File: config.mk
export PLATFORM = sky130hd
export DESIGN_NAME = b2r_ctrl
export DESIGN_NICKNAME = d
export VERILOG_FILES = /design/src/rtl/b2r_ctrl_pkg.sv /design/src/rtl/b2r_beat_pacer.sv /design/src/rtl/b2r_ctrl.sv
export SDC_FILE = /design/constraint.sdc
export NUM_CORES = 1
export LEC_CHECK = 0
export CAP_MARGIN = 20
export CELL_PAD_IN_SITES_DETAIL_PLACEMENT = 1
export CELL_PAD_IN_SITES_GLOBAL_PLACEMENT = 1
export CORE_MARGIN = 2
export CORE_UTILIZATION = 27
export DETAILED_ROUTE_END_ITERATION = 10
export GPL_TIMING_DRIVEN = 0
export MAX_ROUTING_LAYER = met4
export PLACE_DENSITY = 0.85
export SYNTH_ARGS = -nofsm -noshare
export SYNTH_HDL_FRONTEND = slang
export SYNTH_SLANG_ARGS = --single-unit
File: constraint.sdc
create_clock -name clk -period 1.9 [get_ports clk]
set_input_delay 0.57 -clock clk [delete_from_list [all_inputs] [get_ports clk]]
set_output_delay 0.57 -clock clk [all_outputs]
set_load 0.02 [all_outputs]
File: src/rtl/b2r_ctrl_pkg.sv
// Shared types and size helpers for the block-to-row converter sequencer.
package b2r_ctrl_pkg;

    typedef enum logic [1:0] {
        IDLE  = 2'd0,
        LOAD  = 2'd1,
        DRAIN = 2'd2,
        DONE  = 2'd3
    } state_e;

    function automatic int elem_per_input(input int chunk_size, input int num_cores);
        return chunk_size * num_cores;
    endfunction

    function automatic int in_width(input int width, input int chunk_size, input int num_cores);
        return width * elem_per_input(chunk_size, num_cores);
    endfunction

    function automatic int num_beats(input int row, input int col,
                                     input int chunk_size, input int num_cores);
        return (row * col) / elem_per_input(chunk_size, num_cores);
    endfunction

    // Bits needed to hold 0..max_val inclusive.
    function automatic int cnt_w(input int max_val);
        return (max_val < 2) ? 1 : $clog2(max_val + 1);
    endfunction

endpackage

File: src/rtl/b2r_beat_pacer.sv
// Beat pacer: enforces BEAT_GAP idle cycles between accepted beats and
// registers each accepted chunk as a one-cycle strobe to the converter.
module b2r_beat_pacer
    import b2r_ctrl_pkg::*;
#(
    parameter int DATA_W   = 128,
    parameter int BEAT_GAP = 1
) (
    input  logic              clk,
    input  logic              rst,
    input  logic              accept_i,
    input  logic [DATA_W-1:0] data_i,
    output logic              gap_zero_o,
    output logic              vld_o,
    output logic [DATA_W-1:0] data_o
);

    localparam int               GAP_W = cnt_w(BEAT_GAP);
    localparam logic [GAP_W-1:0] GAP_L = GAP_W'(BEAT_GAP);

    logic [GAP_W-1:0]  gap_q, gap_d;
    logic              vld_q;
    logic [DATA_W-1:0] data_q;

    always_comb begin
        gap_d = gap_q;
        if (accept_i) begin
            gap_d = GAP_L;
        end else if (gap_q != '0) begin
            gap_d = gap_q - GAP_W'(1);
        end
    end

    always_ff @(posedge clk) begin
        if (rst) begin
            gap_q  <= '0;
            vld_q  <= 1'b0;
            data_q <= '0;
        end else begin
            gap_q <= gap_d;
            vld_q <= accept_i;
            if (accept_i) begin
                data_q <= data_i;
            end
        end
    end

    assign gap_zero_o = (gap_q == '0);
    assign vld_o      = vld_q;
    assign data_o     = data_q;

endmodule

File: src/rtl/b2r_ctrl.sv
// Sequencer for the block-to-row converter: paces MAC chunks in, counts rows out.
// Optional drain watchdog enabled by defining B2R_CTRL_TIMEOUT_EN.
module b2r_ctrl
    import b2r_ctrl_pkg::*;
#(
    parameter int WIDTH          = 16,
    parameter int ROW            = 8,
    parameter int COL            = 6,
    parameter int CHUNK_SIZE     = 4,
    parameter int NUM_CORES      = 2,
    parameter int BEAT_GAP       = 1,
    parameter int TIMEOUT_CYCLES = 256,
    localparam int IN_W  = in_width(WIDTH, CHUNK_SIZE, NUM_CORES),
    localparam int IDX_W = (ROW > 1) ? $clog2(ROW) : 1
) (
    input  logic             clk,
    input  logic             rst,
    input  logic             start,
    output logic             busy,
    output logic             done,
    input  logic             s_valid,
    output logic             s_ready,
    input  logic [IN_W-1:0]  s_data,
    output logic             conv_en,
    output logic             conv_in_valid,
    output logic [IN_W-1:0]  conv_in_data,
    input  logic             conv_output_ready,
    input  logic             conv_buffer_done,
    output logic             row_valid,
    output logic [IDX_W-1:0] row_idx,
    output logic             overrun,
    output logic             timeout
);

    localparam int NB     = num_beats(ROW, COL, CHUNK_SIZE, NUM_CORES);
    localparam int BEAT_W = cnt_w(NB);
    localparam int ROW_W  = cnt_w(ROW);

    localparam logic [BEAT_W-1:0] NB_L     = BEAT_W'(NB);
    localparam logic [BEAT_W-1:0] NB_LAST  = BEAT_W'(NB - 1);
    localparam logic [ROW_W-1:0]  ROW_L    = ROW_W'(ROW);
    localparam logic [ROW_W-1:0]  ROW_LAST = ROW_W'(ROW - 1);
    localparam logic [IDX_W-1:0]  IDX_MAX  = IDX_W'(ROW - 1);

    if ((ROW * COL) % (CHUNK_SIZE * NUM_CORES) != 0) begin : g_bad_geometry
        $error("b2r_ctrl: ROW*COL must be a multiple of CHUNK_SIZE*NUM_CORES");
    end

    state_e            state_q, state_d;
    logic [BEAT_W-1:0] beat_cnt_q, beat_cnt_d;
    logic [ROW_W-1:0]  row_cnt_q, row_cnt_d;
    logic              overrun_q, overrun_d;
    logic              in_run, accept, row_strobe, gap_zero, wd_fire;
    logic              buf_done_unused;

    // The converter's drain flag is observed only; sequencing relies on row strobes.
    assign buf_done_unused = conv_buffer_done;

    always_comb begin
        state_d    = state_q;
        beat_cnt_d = beat_cnt_q;
        row_cnt_d  = row_cnt_q;
        overrun_d  = overrun_q;
        in_run     = (state_q == LOAD) || (state_q == DRAIN);
        s_ready    = (state_q == LOAD) && gap_zero && (beat_cnt_q < NB_L);
        accept     = s_valid && s_ready;
        row_strobe = in_run && conv_output_ready;

        if (accept) begin
            beat_cnt_d = beat_cnt_q + BEAT_W'(1);
        end
        // Strobes past the last row, or outside a matrix, are flagged, never counted.
        if (row_strobe && (row_cnt_q < ROW_L)) begin
            row_cnt_d = row_cnt_q + ROW_W'(1);
        end else if (conv_output_ready) begin
            overrun_d = 1'b1;
        end

        case (state_q)
            IDLE: begin
                if (start) begin
                    state_d    = LOAD;
                    beat_cnt_d = '0;
                    row_cnt_d  = '0;
                    overrun_d  = 1'b0;
                end
            end
            LOAD: begin
                if (accept && (beat_cnt_q == NB_LAST)) begin
                    state_d = DRAIN;
                end
            end
            DRAIN: begin
                if ((row_strobe && (row_cnt_q == ROW_LAST)) || (row_cnt_q == ROW_L) || wd_fire) begin
                    state_d = DONE;
                end
            end
            DONE: begin
                state_d = IDLE;
            end
            default: begin
                state_d = IDLE;
            end
        endcase
    end

    always_ff @(posedge clk) begin
        if (rst) begin
            state_q    <= IDLE;
            beat_cnt_q <= '0;
            row_cnt_q  <= '0;
            overrun_q  <= 1'b0;
        end else begin
            state_q    <= state_d;
            beat_cnt_q <= beat_cnt_d;
            row_cnt_q  <= row_cnt_d;
            overrun_q  <= overrun_d;
        end
    end

`ifdef B2R_CTRL_TIMEOUT_EN
    localparam int              WD_W    = cnt_w(TIMEOUT_CYCLES);
    localparam logic [WD_W-1:0] WD_LAST = WD_W'(TIMEOUT_CYCLES - 1);

    logic [WD_W-1:0] wdog_q, wdog_d;
    logic            timeout_q, timeout_d;

    // Counts idle DRAIN cycles since the last row strobe.
    always_comb begin
        wdog_d    = wdog_q;
        wd_fire   = 1'b0;
        timeout_d = timeout_q;
        if ((state_q != DRAIN) || row_strobe) begin
            wdog_d = '0;
        end else if (wdog_q == WD_LAST) begin
            wd_fire = 1'b1;
        end else begin
            wdog_d = wdog_q + WD_W'(1);
        end
        if ((state_q == IDLE) && start) begin
            timeout_d = 1'b0;
        end else if (wd_fire) begin
            timeout_d = 1'b1;
        end
    end

    always_ff @(posedge clk) begin
        if (rst) begin
            wdog_q    <= '0;
            timeout_q <= 1'b0;
        end else begin
            wdog_q    <= wdog_d;
            timeout_q <= timeout_d;
        end
    end

    assign timeout = timeout_q;
`else
    localparam int unused_wd_limit = TIMEOUT_CYCLES;

    assign wd_fire = 1'b0;
    assign timeout = 1'b0;
`endif

    b2r_beat_pacer #(
        .DATA_W  (IN_W),
        .BEAT_GAP(BEAT_GAP)
    ) u_pacer (
        .clk       (clk),
        .rst       (rst),
        .accept_i  (accept),
        .data_i    (s_data),
        .gap_zero_o(gap_zero),
        .vld_o     (conv_in_valid),
        .data_o    (conv_in_data)
    );

    assign busy      = (state_q != IDLE);
    assign done      = (state_q == DONE);
    assign conv_en   = in_run;
    assign row_valid = row_strobe;
    assign row_idx   = (row_cnt_q >= ROW_L) ? IDX_MAX : row_cnt_q[IDX_W-1:0];
    assign overrun   = overrun_q;

endmodule
# After elaboration in Yosys (flattened, before gate mapping)
# Index checks and enable logic that the tools add are counted.
[word_totals]
register_bits = 140
in_bits = 134
output_inout_bits = 139
word_cells = 52
[op_classes]
addsub = 3
n_lt_le_gt_ge = 3
eq_ne = 9
n_mux = 17
n_bitwise = 1
n_reduce_logical = 12
[ops]
columns = ["operator", "n"]
rows = [
  ["3-bit two-way mux", 4],
  ["4-bit two-way mux", 3],
  ["2-bit case mux with 4 select lines", 1],
  ["1-bit logical AND", 7],
  ["1-bit two-way mux", 6],
  ["2-bit two-way mux", 3],
  ["4-bit by 1-bit adder with 4-bit output (second input constant)", 1],
  ["2-bit equality test (second input constant)", 2],
  ["4-bit by 3-bit equality test with 1-bit output (second input constant)", 1],
  ["4-bit equality test (second input constant)", 1],
  ["4-bit >= comparator (second input constant)", 1],
  ["4-bit < comparator (second input constant)", 1],
  ["2-bit by 1-bit inequality test with 1-bit output (second input constant)", 2],
  ["3-bit by 1-bit adder with 3-bit output (second input constant)", 1],
  ["3-bit equality test (second input constant)", 1],
  ["3-bit < comparator (second input constant)", 1],
  ["3-bit AND reduction", 1],
  ["2-bit by 1-bit equality test with 1-bit output (second input constant)", 1],
  ["2-bit zero test", 1],
  ["1-bit logical OR", 2],
  ["2-bit inequality test (second input constant)", 1],
  ["2-bit nonzero test", 1],
  ["1-bit NOT", 1],
  ["1-bit subtractor (second input constant)", 1],
]

# Logic depth before layout (Yosys ltp)
# Gate-level depths: netlist (run 1).
[depth]
depth_word = 7
mapped_depth = 9
depth_no_buf = 6

# By module
# A second synthesis (run 1) with hierarchy kept.
[unflattened]
cells_unflattened = 487
hier_area_um2 = 5316.3
[modules_own_cells]
columns = ["mod", "n_inst", "cells_per_inst", "area_per_inst_um2"]
rows = [
  ["b2r_beat_pacer", 1, 416, 4670.7],
  ["b2r_ctrl", 1, 71, 645.6],
]

# Worst setup path before layout (run 1)
# OpenSTA, ideal clock, no wires.
[synth_path]
kind = "reg-to-output"
from = "register state_q[0]"
to = "output port row_valid"
t_arrival_ns = 1.112
setup_slack_ns = 0.218
path_stages_with_launch = 4
path_buffers = 0
path_cell_list = "dfxtp_1 > inv_1 > ha_1 > and2_1"
[synth_between]
elab_chain_cells = 3
word_cells_on_any_way = 4
cone_classes = "2 x eq/ne; 2 x reduce/logical"
[synth_lines]
columns = ["element", "line", "text"]
rows = [
  ["from (decl)", "b2r_ctrl.sv:49", "state_e state_q, state_d;"],
  ["from (signal assigned)", "b2r_ctrl.sv:114", "state_q <= state_d;"],
  ["2-bit by 1-bit equality test with 1-bit output / 2-bit equality test (equally long branches)", "b2r_ctrl.sv:64", "in_run = (state_q == LOAD) || (state_q == DRAIN);"],
  ["1-bit logical OR *", "b2r_ctrl.sv:64", ""],
  ["named net conv_en", "b2r_ctrl.sv:24", "output logic conv_en,"],
  ["1-bit logical AND *", "b2r_ctrl.sv:67", "row_strobe = in_run && conv_output_ready;"],
  ["to (decl)", "b2r_ctrl.sv:29", "output logic row_valid,"],
]
# Mark *: on every way through the listed nets, which the timed path passes. The rest lies on a longest branch.

# Worst setup path in the final report (run 1)
[layout_path]
from = "register state_q[1]"
to = "output port s_ready"
[layout_between]
elab_chain_cells = 3
[layout_lines]
columns = ["element", "line", "text"]
rows = [
  ["2-bit by 1-bit equality test with 1-bit output", "b2r_ctrl.sv:65", "s_ready = (state_q == LOAD) && gap_zero && (beat_cnt_q < NB_L);"],
  ["1-bit logical AND (2 in a row)", "b2r_ctrl.sv:65", ""],
  ["to (decl)", "b2r_ctrl.sv:22", "output logic s_ready,"],
]
# No other way between the ends.

==> summary.txt, run 1 <==
Outcome
  – Status: complete, but fails checks
  – Failing checks: setup timing

Final layout
  – P&R area growth vs syn: 68.8%
  – Layout cells sized above 1: 8.59%
  – Antenna Cells: 0
  – Non-Filler Instances: 1165
  – Layout Utilization: 46.1%
  – Area taken by multi-input logic gates: 0.00202 sq mm
  – Sequential Area: 0.00279 sq mm
  – Final #Nets: 1060
  – FILL cells: 2244

Clocking
  – CTS Hold Buffers Added: 0
  – Worst-Skew Late Latency: 0.42 ns
  – Clock Sinks: 139
  – Clock root buffer: clkbuf_16
  – Num CTS Buffers: 17
  – Clock Pin Slew Worst Setup and Hold Paths: 0.06 ns
  – CTS tree: built
  – Htree depth: 4
  – Bufs on Longest Clock Path: 2

STA
  – Setup Skew: 0.00749 ns
  – RSZ-0062 raised after global routing: yes
  – Max Clock Freq: 506 MHz
  – Slew Viols, Final: 0
  – Fin crit share: 104%
  – Max transition margin: 63.3%
  – Fin crit period: 1.98 ns
  – Setup violations, final: 2
  – Worst Setup Slack, final: -0.0779 ns
  – Worst slew pin tran: 0.551 ns
  – Final hold violations: 0

Synthesis
  – Yosys cell types: 31
  – Top cells by count, synth: nand2_1, dfxtp_1, a21oi_1
  – Area leader, netlist: dfxtp_1
  – Post-synthesis cell area: 0.00507 sq mm
  – Yosys warns: 0
  – Primary FF master, synth: dfxtp_1
  – Top-count cell post-synth: nand2_1
  – Syn_area_per_cell: 8.06 sq um
  – Synth top area share: 54.9%
  – Seq/Total Area, Yosys: 54.9%
  – EDFF count, synth: 0
  – Largest cells by area after synthesis: dfxtp_1, nand2_1, a21oi_1, buf_6, ha_1
  – Syn Nets: 771
  – Number of synthesized register bits: 139
  – Post-Synthesis Cells: 629
  – Post-synth ARST share: 0%

Worst setup path
  – R2r endpoint: u_pacer.data_o[20]
  – Data required time of the critical path: 1.33 ns
  – Reg2reg path depth: 8
  – Flop2flop setup slack: 0.14 ns
  – Critical Path Sink Type: output port
  – Crit path launch type: register
  – Crit Path Class: reg2out
  – Reg2Reg Launch Point: state_q[1]
  – Crit path DAT: 1.41 ns
  – Crit-path max FO: 4

Worst hold path
  – Hold WC Path Type: reg2reg
  – Hold Path End: u_pacer.data_o[113]
  – Worst Hold Launch: u_pacer.data_o[113]
  – Worst Hold Path Cells: 2

Place
  – Place WS: -0.529 ns
  – RePlAce Congestion: 0.778
  – Port Buf Inserts: 269
  – DP Cell Count: 1132
  – HPWL after detailed placement: 13.9 mm

Global routing
  – GRT overflow: 0
  – GRT Util Overall: 19.0%
  – Pin count of the biggest net entering global routing: 17
  – Initial antenna violation count: 0
  – First-pass GRT wire length: 28.7 mm
  – Vias in the first global route: 5541

Floorplan
  – Die Y: 141 um
  – Die X-Extent: 141 um
  – Die area: 0.0199 sq mm
  – Initial Utilization: 27.3%
  – Total core area: 0.0186 sq mm
  – FP Rows: 50
  – I/O pin count: 273

Drt
  – Routed WL per cell: 15.9 um
  – Met3 Routed Length: 1.19 mm
  – Via-to-Cell Ratio: 4.55
  – Max Used Layer: met4
  – Routed met2 length: 9.24 mm
  – Detailed Route WL: 18.5 mm
  – Number of remaining DRC errors: 0
  – 1st-iter DRT viols: 138
  – 1st-pass router iterations: 4
  – Vias after detailed routing: 5299
  – Metal-1 WL: 7.53 mm
  – Detail Route Antenna Nets: 0

Power
  – Design Power: 0.00967 W
  – VDD IR max: 604 uV
  – Power per cell area: 1130 mW/mm^2
  – P_leak: 3.70 nW

Job
  – Max cap viols: 0
through the flow:
stage | hold slack [ns] | TNS (ns) | instance area, sq um
final | 0.449 | -0.128 | 8560
after global routing | 0.471 | -0.245 | 8560
after CTS | 0.452 | -0.285 | 8510
after detailed placement | 0.446 | -35.49 | 8060
after global placement | 0.441 | -31.77 | 8060
after floorplan | 0.473 | 0 | 5070
what timing repair did:
action	in CTS	in global routing
setup buffers	0	1
endpoints found under the setup margin	156	56
pin swaps	0	1
resized for setup	166	14
cell usage in the layout (no fill, tap or decap), drive strengths merged, types with 3 or more instances in the layout:
master and n:
inv 11, dfxtp 139, buf 35, nand2 263, ha 8, xnor2 3
or2 3, clkbuf 38, clkdlybuf4s50 131, nor2 8, nand2b 3, a21oi 130
bufinv 4, clkinvlp 3, dlygate4sd2 131
critical path, stage by stage, from the launching register on:
cell and delay [ns]:
dfxtp_4 0.36, inv_4 0.07, ha_4 0.14, nor2b_4 0.16, and2_4 0.15, buf_6 0.11
cells by family after synthesis:
kind of cell	synth area share, %
buffers and inverters	5.97
other	0.0739
flip-flops	54.9
AO/OA/AOI/OAI	13.9
adder cells (fa/ha/maj)	1.97
AND/OR/NAND/NOR	22.1
XOR/XNOR	0.691
multiplexers	0.395
layer usage:
layer  vias to the layer above  GRT usage, %
met5                         -             -
li1                       2603             -
met4                         0          7.58
met1                      2479          21.0
met2                       183          32.4
met3                        34          5.60
cell type report:
class                      instances  area share, %
sequential                       139           32.6
timing repair buffer             270           29.4
multi-input combinational        438           23.6
clock buffer                      20           5.22
tap                              234           3.42
buffer                            45           3.30
clock inverter                    12           2.18
inverter                           7          0.336
registers in the layout, summed over array words and instances (netlist names):
name and count:
u_pacer.data_o 128, row_cnt_q 4, beat_cnt_q 3, state_q 2, overrun 1, u_pacer.vld_o 1
worst max path at each step:
stage	from	to	slack, ns	depth (start not counted)
after floorplan	state_q[0]	row_valid	0.22	3
after global placement	conv_output_ready	row_valid	-0.51	3
after detailed placement	conv_output_ready	row_valid	-0.53	3
after CTS	state_q[1]	s_ready	-0.16	5
after global routing	state_q[1]	s_ready	-0.15	5
final	state_q[1]	s_ready	-0.08	5
power breakdown:
| group | internal, W | switching, W |
|---|---|---|
| Clock | 0.00225 | 0.00133 |
| Combinational | 0.00112 | 0.00153 |
| Sequential | 0.00326 | 0.000184 |
| Total | 0.00664 | 0.00304 |
Note: power is estimated with default switching activity, not from simulation.
==> inputs of run 2 (changes only) <==
- CAP_MARGIN: 20 -> 5
- CORE_MARGIN: 2 -> unset
- SLEW_MARGIN: unset -> 20
==> run 2 against run 1 <==
  * The run ends with DRC, setup timing left
  * Worst setup slack better by 0.013 ns
  * Utilization is 0.60 points higher
  * Clock power is 8.9% lower
  * Maximum frequency is 0.65% higher
  * Sequential cell count stayed put
  * Cell area is 0.72% lower
  * Critical endpoint unchanged
  * Highest routed layer unchanged
==> summary.txt, run 2 (synthesis results as in run 1) <==
Worst setup path
  – Crit path launch type: register
  – Crit Path Class: reg2out
  – Critical Path Sink Type: output port
  – Data required time of the critical path: 1.33 ns (about the same)
  – Crit path DAT: 1.40 ns (about the same)
  – Crit-path max FO: 4 (unchanged)

Place
  – RePlAce Congestion: 0.730 (-6.1%)
  – HPWL after detailed placement: 13.7 mm (-1.2%)
  – Port Buf Inserts: 269 (unchanged)

Job
  – Max cap viols: 0 (unchanged)

Clocking
  – CTS tree: built
  – Num CTS Buffers: 17 (unchanged)
  – Bufs on Longest Clock Path: 2 (unchanged)
  – Clock Sinks: 139 (unchanged)
  – CTS Hold Buffers Added: 0 (unchanged)
  – Clock Pin Slew Worst Setup and Hold Paths: 0.06 ns (about the same)
  – Worst-Skew Late Latency: 0.42 ns (about the same)
  – Htree depth: 4 (unchanged)
  – Clock root buffer: clkbuf_16

Power
  – Power per cell area: 1110 mW/mm^2 (-2.2%)
  – Clock share of power: 34.8% (-2.2 points)
  – Combinational fraction of design power: 28.5% (+1.1 points)
  – Cell Int Power: 0.00636 W (-4.2%)
  – P_sw: 0.00303 W (about the same)
  – P_leak: 3.69 nW (-0.33%)
  – Sequential Power Share: 36.7% (+1.0 points)
  – Design Power: 0.00939 W (-2.9%)
  – VDD IR max: 582 uV (-3.8%)
  – Sw Share: 32.3% (+0.91 points)

Final layout
  – Final #Nets: 1062 (+0.19%)
  – Layout cells sized above 1: 8.90% (+0.30 points)
  – Max reg flops: 128 (unchanged)
  – Antenna Cells: 0 (unchanged)
  – Most common library cell in the layout ignoring fill and taps: nand2_1
  – Commonest non-fill, non-tap cells in the layout: nand2_1, dfxtp_1, clkdlybuf4s50_1
  – P&R area growth vs syn: 67.6%

Floorplan
  – Die area: 0.0193 sq mm (-2.8%)
  – Total core area: 0.0182 sq mm (-2.0%)
  – Die Y: 139 um (-1.4%)
  – Die X-Extent: 139 um (-1.4%)
  – FP Rows: 49 (-2.0%)
  – Initial Utilization: 27.9% (+0.56 points)
  – I/O pin count: 273 (unchanged)

STA
  – Slew Viols, Final: 0 (unchanged)
  – Final hold violations: 0 (unchanged)
  – Hold slack: 0.448 ns (-0.00116 ns)
  – Worst slew pin tran: 0.514 ns (-0.0368 ns)
  – Setup Skew: 0.00889 ns (+0.00140 ns)
  – Setup violations, final: 2 (unchanged)
  – Max Clock Freq: 509 MHz (+0.65%)
  – Worst Setup Slack, final: -0.0651 ns (+0.0127 ns)
  – Fin crit period: 1.97 ns (-0.0127 ns)
  – RSZ-0062 raised after global routing: yes
  – Fin crit share: 103% (-0.67 points)
  – Max transition margin: 65.7% (+2.5 points)

Global routing
  – Vias in the first global route: 5538 (-0.054%)
  – GRT overflow: 0 (unchanged)
  – Initial antenna violation count: 0 (unchanged)
  – Pin count of the biggest net entering global routing: 17 (unchanged)
  – First-pass GRT wire length: 28.9 mm (+0.94%)
  – GRT Util Overall: 19.9% (+0.82 points)

Worst hold path
  – Hold WC Path Type: reg2reg

Drt
  – 1st-pass router iterations: 8 (+4)
  – Detailed Route WL: 18.6 mm (+0.27%)
  – Detail Route Antenna Nets: 0 (unchanged)
  – Vias after detailed routing: 5296 (-0.057%)
  – Via-to-Cell Ratio: 4.56 (+0.20%)
  – Number of remaining DRC errors: 18 (+18)
  – Routed WL per cell: 16.0 um (+0.53%)
  – 1st-iter DRT viols: 163 (+18%)

Outcome
  – Status: complete, but fails checks
  – Failing checks: DRC, setup timing
==> run 2: cell types whose count changed in the layout (fill, tap and decap cells not counted), sizes merged <==
| cell | change |
|---|---|
| buf | +4 |
| bufinv | -2 |
| clkbuf | -1 |
| clkinv | +6 |
| clkinvlp | -1 |
| dlygate4sd2 | -1 |
| inv | -3 |
==> run 2: layout make-up <==
type                       instances  area, sq um
fill                            2233         9710
sequential                       139         2790
timing repair buffer             272         2530
multi-input combinational        438         2020
clock buffer                      20          447
tap                              229          287
buffer                            45          280
clock inverter                    12          123
inverter                           7         31.3
==> run 2: routing by layer <==
layer / share of wire, % / GRT usage (%) / vias up
met3: 5.8 / 5.25 / 28
met2: 51 / 35.3 / 182
met5: 0 / - / -
met4: 2.6 / 7.60 / 0
met1: 41 / 21.0 / 2488
li1: - / - / 2598
==> run 2: final timing paths <==
path,startpoint,endpoint,slack (ns),cells after the start
hold / removal,u_pacer.data_o[62],u_pacer.data_o[62],0.45,2
hold reg to reg,u_pacer.data_o[62],u_pacer.data_o[62],0.45,2
setup reg to reg,state_q[1],u_pacer.data_o[16],0.16,8
setup / recovery,state_q[1],s_ready,-0.07,5
==> run 2: timing repair <==
action	4_1_cts	5_1_grt
gates cloned	0	0
setup endpoints to repair	153	15
gates resized for setup	177	5
setup buffers	2	1
==> run 2: power by group through the flow <==
| stage | clock network (W) | logic, W | registers [W] |
|---|---|---|---|
| floorplan | 0 | 0.00108 | 0.00387 |
| global placement | 0 | 0.00277 | 0.00349 |
| detailed placement | 0 | 0.00282 | 0.00351 |
| CTS | 0.00335 | 0.00268 | 0.00345 |
| global route | 0.00348 | 0.00291 | 0.00349 |
| finish | 0.00326 | 0.00268 | 0.00345 |
==> run 2: per-stage QoR <==
step	util (%)	setup WS (ns)	area [sq um]	instances	TNS (ns)
after floorplan	-	0.218	5070	629	0
after global placement	44.2	-0.474	8050	1127	-29.19
after detailed placement	44.2	-0.496	8050	1127	-35.10
after CTS	46.6	-0.103	8480	1161	-0.153
after global routing	46.7	-0.126	8500	1162	-0.216
final	46.7	-0.0651	8500	1162	-0.115
==> run 2: worst max-delay path: stages, from the launching register on <==
cell,delay [ns]
dfxtp_2,0.34
inv_4,0.07
ha_4,0.14
nor2b_4,0.16
and2_4,0.15
buf_6,0.11
==> inputs of run 3 (changes only) <==
- CORE_MARGIN: unset -> 2
==> results of run 3 <==
Same layout as run 1: the final DEF is identical, and so are final timing and power.
